$ cat src/rtl/conv_8x32_comp_unit.sv
// conv_8x32_comp_unit
//
// Frame-based element-wise comparator. After an accepted start, the unit
// compares FRAME_LEN (a_in, b_in) pairs. The compare operation and its
// signedness are latched at start. For each accepted pair it emits a
// registered result one cycle later. Across the frame it keeps a running
// count of true results and records the index of the first true result.
//
// Handshake: a pair is transferred on a rising edge where in_valid && in_ready.
// in_ready is high only while busy (RUN). The source may hold in_valid low for
// any number of cycles. A pair offered while in_ready is low is dropped, not
// stalled.
//
// Ports
//   clk, rst            clock, synchronous active-high reset
//   start               frame start request (honoured only when idle)
//   mode[2:0]           0 EQ, 1 NE, 2 LT, 3 LE, 4 GT, 5 GE, 6/7 always false
//   is_signed           two's-complement ordering for LT/LE/GT/GE
//   in_valid, a_in, b_in, in_ready   operand pair input
//   cmp_valid, cmp_out, cmp_idx      per-element result (latency 1)
//   match_cnt, first_found, first_idx frame statistics, held until next start
//   busy                high while accepting elements
//   done                one-cycle pulse together with the last result
//   dbg_state           current FSM state (0 IDLE, 1 RUN, 2 DONE)
module conv_8x32_comp_unit #(
    parameter int DATA_WIDTH = 8,
    parameter int FRAME_LEN  = 32,
    parameter int IDX_W      = $clog2(FRAME_LEN),
    localparam int CNT_W     = $clog2(FRAME_LEN + 1)
) (
    input  logic                  clk,
    input  logic                  rst,
    input  logic                  start,
    input  logic [2:0]            mode,
    input  logic                  is_signed,
    input  logic                  in_valid,
    input  logic [DATA_WIDTH-1:0] a_in,
    input  logic [DATA_WIDTH-1:0] b_in,
    output logic                  in_ready,
    output logic                  cmp_valid,
    output logic                  cmp_out,
    output logic [IDX_W-1:0]      cmp_idx,
    output logic [CNT_W-1:0]      match_cnt,
    output logic                  first_found,
    output logic [IDX_W-1:0]      first_idx,
    output logic                  busy,
    output logic                  done,
    output logic [1:0]            dbg_state
);

    typedef enum logic [1:0] {
        S_IDLE = 2'd0,
        S_RUN  = 2'd1,
        S_DONE = 2'd2
    } state_e;

    state_e state_q, state_d;

    logic [IDX_W-1:0] idx_q, idx_d;
    logic [2:0]       mode_q, mode_d;
    logic             signed_q, signed_d;
    logic             cmp_valid_q, cmp_valid_d;
    logic             cmp_out_q, cmp_out_d;
    logic [IDX_W-1:0] cmp_idx_q, cmp_idx_d;
    logic [CNT_W-1:0] match_cnt_q, match_cnt_d;
    logic             first_found_q, first_found_d;
    logic [IDX_W-1:0] first_idx_q, first_idx_d;

    logic accept;
    logic last_elem;
    logic result;

    // Operands extended by one bit: the extension is the sign bit when the
    // frame is signed and zero otherwise. A single signed compare then covers
    // both orderings.
    logic signed [DATA_WIDTH:0] a_ext, b_ext;
    logic eq, lt;

    assign accept    = (state_q == S_RUN) && in_valid;
    assign last_elem = (idx_q == IDX_W'(FRAME_LEN - 1));

    always_comb begin
        a_ext = {signed_q & a_in[DATA_WIDTH-1], a_in};
        b_ext = {signed_q & b_in[DATA_WIDTH-1], b_in};
        eq    = (a_in == b_in);
        lt    = (a_ext < b_ext);
        case (mode_q)
            3'd0:    result = eq;
            3'd1:    result = !eq;
            3'd2:    result = lt;
            3'd3:    result = lt || eq;
            3'd4:    result = !(lt || eq);
            3'd5:    result = !lt;
            default: result = 1'b0;
        endcase
    end

    // Next-state FSM
    always_comb begin
        state_d = state_q;
        case (state_q)
            S_IDLE:  if (start) state_d = S_RUN;
            S_RUN:   if (accept && last_elem) state_d = S_DONE;
            S_DONE:  state_d = S_IDLE;
            default: state_d = S_IDLE;
        endcase
    end

    // Datapath next-state
    always_comb begin
        idx_d         = idx_q;
        mode_d        = mode_q;
        signed_d      = signed_q;
        cmp_valid_d   = 1'b0;
        cmp_out_d     = cmp_out_q;
        cmp_idx_d     = cmp_idx_q;
        match_cnt_d   = match_cnt_q;
        first_found_d = first_found_q;
        first_idx_d   = first_idx_q;

        if (state_q == S_IDLE && start) begin
            idx_d         = '0;
            mode_d        = mode;
            signed_d      = is_signed;
            match_cnt_d   = '0;
            first_found_d = 1'b0;
            first_idx_d   = '0;
        end

        // Statistics update on the same edge that registers the result,
        // so they are presented together with cmp_valid.
        if (accept) begin
            cmp_valid_d = 1'b1;
            cmp_out_d   = result;
            cmp_idx_d   = idx_q;
            if (!last_elem) idx_d = idx_q + IDX_W'(1);
            if (result) begin
                if (match_cnt_q != CNT_W'(FRAME_LEN)) match_cnt_d = match_cnt_q + CNT_W'(1);
                if (!first_found_q) begin
                    first_found_d = 1'b1;
                    first_idx_d   = idx_q;
                end
            end
        end
    end

    always_ff @(posedge clk) begin
        if (rst) begin
            state_q       <= S_IDLE;
            idx_q         <= '0;
            mode_q        <= '0;
            signed_q      <= 1'b0;
            cmp_valid_q   <= 1'b0;
            cmp_out_q     <= 1'b0;
            cmp_idx_q     <= '0;
            match_cnt_q   <= '0;
            first_found_q <= 1'b0;
            first_idx_q   <= '0;
        end else begin
            state_q       <= state_d;
            idx_q         <= idx_d;
            mode_q        <= mode_d;
            signed_q      <= signed_d;
            cmp_valid_q   <= cmp_valid_d;
            cmp_out_q     <= cmp_out_d;
            cmp_idx_q     <= cmp_idx_d;
            match_cnt_q   <= match_cnt_d;
            first_found_q <= first_found_d;
            first_idx_q   <= first_idx_d;
        end
    end

    assign in_ready    = (state_q == S_RUN);
    assign busy        = (state_q == S_RUN);
    // DONE is entered on the edge that registers the last result, so this
    // pulse lines up with the last cmp_valid.
    assign done        = (state_q == S_DONE);
    assign cmp_valid   = cmp_valid_q;
    assign cmp_out     = cmp_out_q;
    assign cmp_idx     = cmp_idx_q;
    assign match_cnt   = match_cnt_q;
    assign first_found = first_found_q;
    assign first_idx   = first_idx_q;
    assign dbg_state   = state_q;

endmodule

$ cat config.mk
export PLATFORM = sky130hd
export DESIGN_NAME = conv_8x32_comp_unit
export DESIGN_NICKNAME = d
export VERILOG_FILES = /design/src/rtl/conv_8x32_comp_unit.sv
export SDC_FILE = /design/constraint.sdc
export NUM_CORES = 1
export LEC_CHECK = 0
export CAP_MARGIN = 20
export CORE_ASPECT_RATIO = 1.5
export CORE_MARGIN = 5
export CORE_UTILIZATION = 42
export DETAILED_ROUTE_END_ITERATION = 12
export HOLD_SLACK_MARGIN = 0.15
export PLACE_DENSITY = 0.72
export SYNTH_ARGS = -nofsm -noshare
export SYNTH_HDL_FRONTEND = slang
export SYNTH_SLANG_ARGS = --single-unit
$ cat constraint.sdc
create_clock -name clk -period 2.9 [get_ports clk]
set_clock_uncertainty 0.2 [all_clocks]
set_input_delay 0.58 -clock clk [delete_from_list [all_inputs] [get_ports clk]]
set_output_delay 0.58 -clock clk [all_outputs]
set_load 0.02 [all_outputs]
==> results_tabular.tex <==
\begin{tabular}{lr}
\hline
Metric & Value \\
\hline
\multicolumn{2}{l}{\textbf{Outcome}} \\
Run status & finished clean \\
\multicolumn{2}{l}{\textbf{Die}} \\
Floorplan die width & 60.0 um \\
Row Count & 27 \\
Vertical die dimension & 85.0 um \\
Floorplan Core Area & 3650 um2 \\
Full die area & 5100 um2 \\
I/O Pins & 48 \\
Initial Utilization & 43.1\% \\
\multicolumn{2}{l}{\textbf{Logic synthesis}} \\
Combinational family with the most area after synthesis & simple AND/OR/NAND/NOR gates \\
Leading cell type by number of instances after synthesis & dfxtp\_1 \\
Share of cell area taken by muxes after synthesis & 1.35\% \\
Compound-cell area share of the yosys netlist & 20.3\% \\
Dominant register cell in the synthesized netlist & dfxtp\_1 \\
Share of the yosys chip area belonging to registers & 38.2\% \\
Average cell area after synthesis & 8.16 um2 \\
Yosys top cell area share & 38.2\% \\
Top cells by count, synth & dfxtp\_1 (30), nand2\_1 (25), a21oi\_1 (24), nand3\_1 (19), inv\_1 (13) \\
Main area contributors after synthesis & dfxtp\_1 (38\%), ha\_1 (9.5\%), a21oi\_1 (7.6\%) \\
Simple-Gate Fraction of Synth Area & 23.7\% \\
Total of flip-flops plus latches after synthesis & 30 \\
EDFF count, synth & 0 \\
Yosys warning total & 0 \\
XOR/XNOR share of the synthesized area & 1.11\% \\
Syn Nets & 229 \\
Share of synthesized registers carrying an async set or reset & 0\% \\
Area leader, netlist & dfxtp\_1 \\
Adder-cell area share of the yosys netlist & 9.54\% \\
Post-Synthesis Cells & 193 \\
Cell area after technology mapping & 1570 um2 \\
Netlist cell types & 39 \\
\multicolumn{2}{l}{\textbf{STA}} \\
Final setup vio count & 0 \\
FMAX & 355 MHz \\
Final number of max-transition violations & 0 \\
Total Negative Setup Slacks & 0 ns \\
Final Hold Vio Count & 0 \\
Least-Margin Pin Slew & 0.596 ns \\
Fraction of the cycle the final worst path needs & 97.1\% \\
Final worst path period need & 2.82 ns \\
Worst hold slack & 0.256 ns \\
Headroom to the max-slew limit & 60.2\% \\
\multicolumn{2}{l}{\textbf{Worst setup path}} \\
Crit-path max FO & 7 \\
Startpoint-to-endpoint class of the critical path & input port to flop \\
Endpoint of the worst register-to-register path & match\_cnt[3]\$\_SDFF\_PP0\_ \\
Worst reg2reg setup slack & 0.57 ns \\
Type of element launching the critical path & input port \\
Element type at the critical path end & flop \\
Arrival time of data at the critical path endpoint & 2.83 ns \\
Timing startpoint of the critical path & b\_in[6] \\
Data required time of the worst path & 2.91 ns \\
Worst r2r src & dbg\_state[0]\$\_SDFFE\_PP0P\_ \\
R2R cell count & 10 \\
\multicolumn{2}{l}{\textbf{Power and ir drop}} \\
Lkg Pwr & 0.00102 uW \\
Combinational group share of total power & 19.1\% \\
Total power per unit cell area & 380 nW/um2 \\
Switching portion of total power & 26.1\% \\
Switching power of the nets & 248 uW \\
Largest voltage drop on the vdd net & 0.457 mV \\
Part of the power in registers & 45.0\% \\
Power after layout & 951 uW \\
Share of power burned in the clock network & 35.9\% \\
Internal portion of total power & 703 uW \\
\multicolumn{2}{l}{\textbf{Global route}} \\
Initial antenna violation count & 0 \\
Met1 Resource Use GR & 18.8\% \\
GRT met3 Usage & 4.26\% \\
Global-route wire length before repair & 6.56 mm \\
Global router's overall resource usage & 16.6\% \\
Global-route track usage on met2 & 28.4\% \\
Maximum number of pins on one net before global-route repair & 32 \\
Number of global-route vias before repair & 1450 \\
Most Used Layer, Global Route & met2 \\
Overflow left after global routing & 0 \\
\multicolumn{2}{l}{\textbf{Final layout}} \\
Final cell count without fillers & 299 \\
Final Core Density & 68.7\% \\
Register area & 601 um2 \\
Fillers & 302 \\
Fraction of layout instances using a drive strength above 1 & 21.9\% \\
Multi-input logic area & 1070 um2 \\
Final net count & 291 \\
Antenna cell count & 0 \\
Layout Area Growth over Synthesis & 59.1\% \\
\multicolumn{2}{l}{\textbf{Worst hold path}} \\
Worst hold path type & flop to flop \\
Number of instances on the worst hold path & 2 \\
Hold Startpoint & cmp\_idx[4]\$\_SDFFE\_PP0P\_ \\
Min-Delay Endpoint & cmp\_idx[4]\$\_SDFFE\_PP0P\_ \\
\multicolumn{2}{l}{\textbf{Route}} \\
Total wire length after detailed routing & 4.45 mm \\
Antenna-violating nets left & 0 \\
Number of remaining DRC errors & 0 \\
Detailed-route vias per instance & 5.39 \\
Total iterations of the first detailed-routing run & 4 \\
Mean routed wirelength per cell & 14.9 um \\
Routed via count & 1611 \\
DRC violation total after the first TritonRoute iteration & 39 \\
\multicolumn{2}{l}{\textbf{Clock tree}} \\
Clock transition time at the flip-flop clock pins of the worst setup and hold paths & 0.06 ns \\
Max Buffers Root-to-Sink & 2 \\
Insertion delay to the later sink of the worst-skew pair & 0.28 ns \\
CTS tree & yes \\
H-tree depth reported by CTS & 2 \\
Clock tree root driver cell & clkbuf\_8 \\
Cts bufs inserted & 5 \\
CTS Hold Bufs & 0 \\
Number of sinks handled by clock tree synthesis & 30 \\
\multicolumn{2}{l}{\textbf{Placed design}} \\
Cell count after placement & 287 \\
Detailed placer's ending HPWL & 3.00 mm \\
Number of buffers inserted by port buffering & 47 \\
Routability congestion estimate from global placement & 0.827 \\
\multicolumn{2}{l}{\textbf{Job}} \\
MaxCap Viol Count & 0 \\
\hline
\end{tabular}
what timing repair did:
action                     CTS  global route
pin swaps                   12            14
setup endpoints to repair   11            12
setup buffers                2             2
gates resized for setup     16            37
flip-flops by register name, summed over array words and instances, names as in the netlist:
| signal | count |
|---|---|
| cmp_idx | 5 |
| cmp_out | 1 |
| cmp_valid | 1 |
| dbg_state | 2 |
| first_found | 1 |
| first_idx | 5 |
| idx_q | 5 |
| match_cnt | 6 |
| mode_q | 3 |
| signed_q | 1 |
kinds of logic (layout without fill, tap and decap cells):
logic type	count (synthesis)	after routing
flip-flops	30	30
XOR/XNOR	2	2
adder cells (fa/ha/maj)	12	12
AO/OA/AOI/OAI	48	48
AND/OR/NAND/NOR	76	76
multiplexers	2	2
buffers and inverters	23	86
area by class of cell:
cell class | count | share of cell area, %
repair buffers | 65 | 25.7
flip-flops and latches | 30 | 24.0
inverters | 13 | 1.95
multi-input cells | 140 | 42.6
clock inverters | 1 | 0.200
clock buffers | 7 | 3.45
well taps | 43 | 2.15
through the flow:
step / setup slack [ns] / area (um2)
finish: 0.0841 / 2500
global route: -0.00106 / 2500
CTS: 0.00192 / 2340
detailed placement: -0.516 / 2160
global placement: -0.489 / 2160
floorplan: 0.00665 / 1570
routing by layer:
metal	vias to the layer above	wire length, um
met4	0	78
met3	6	232
met1	751	1690
met5	-	0
met2	47	2440
li1	807	-
power by group through the flow:
stage          Combinational, uW  Clock (uW)  Sequential (uW)
6_report                     182         341              428
5_1_grt                      197         367              429
4_1_cts                      158         350              428
2_1_floorplan               70.5           0              438
3_5_place_dp                 145           0              437
3_3_place_gp                 144           0              437
cells in the final DEF, fill, tap and decap left out, types with 2 or more instances in the layout:
cell type        netlist  routed
buf_6                  0       2
inv_1                 13       8
ha_4                   0       7
dlymetal6s2s_1         0      13
inv_2                  0       5
nor2_1                10      10
nand3b_1               3       3
clkdlybuf4s50_1        0      31
a31oi_1                3       2
a21oi_1               24      23
and3_1                 2       2
clkbuf_8               0       6
buf_4                  1      16
ha_1                  12       4
dfxtp_1               30      30
nand3_1               19      17
o211ai_1               5       5
nand2_1               25      25
nor2b_1                3       2
or3_1                  4       4
and2_1                 2       2
dlygate4sd2_1          0       2
critical path, cell delays in order:
cell and delay, ns:
dlygate4sd2_1 0.23, inv_1 0.09, ha_4 0.21, a21o_1 0.15, a22o_1 0.20, o31a_1 0.28
o32a_4 0.36, buf_4 0.14, buf_6 0.12, or3_1 0.34, a31oi_1 0.12
worst max path at each step:
stage                                         end  slack (ns)  depth (start not counted)
after global routing      match_cnt[5]$_SDFF_PP0_      -0.001                         10
final                     match_cnt[3]$_SDFF_PP0_        0.08                         11
after detailed placement  match_cnt[5]$_SDFF_PP0_       -0.52                          9
after floorplan           match_cnt[5]$_SDFF_PP0_       0.007                          8
after CTS                 match_cnt[5]$_SDFF_PP0_       0.002                          9
after global placement    match_cnt[5]$_SDFF_PP0_       -0.49                          9
No activity file was read; power rests on OpenSTA's default activity.
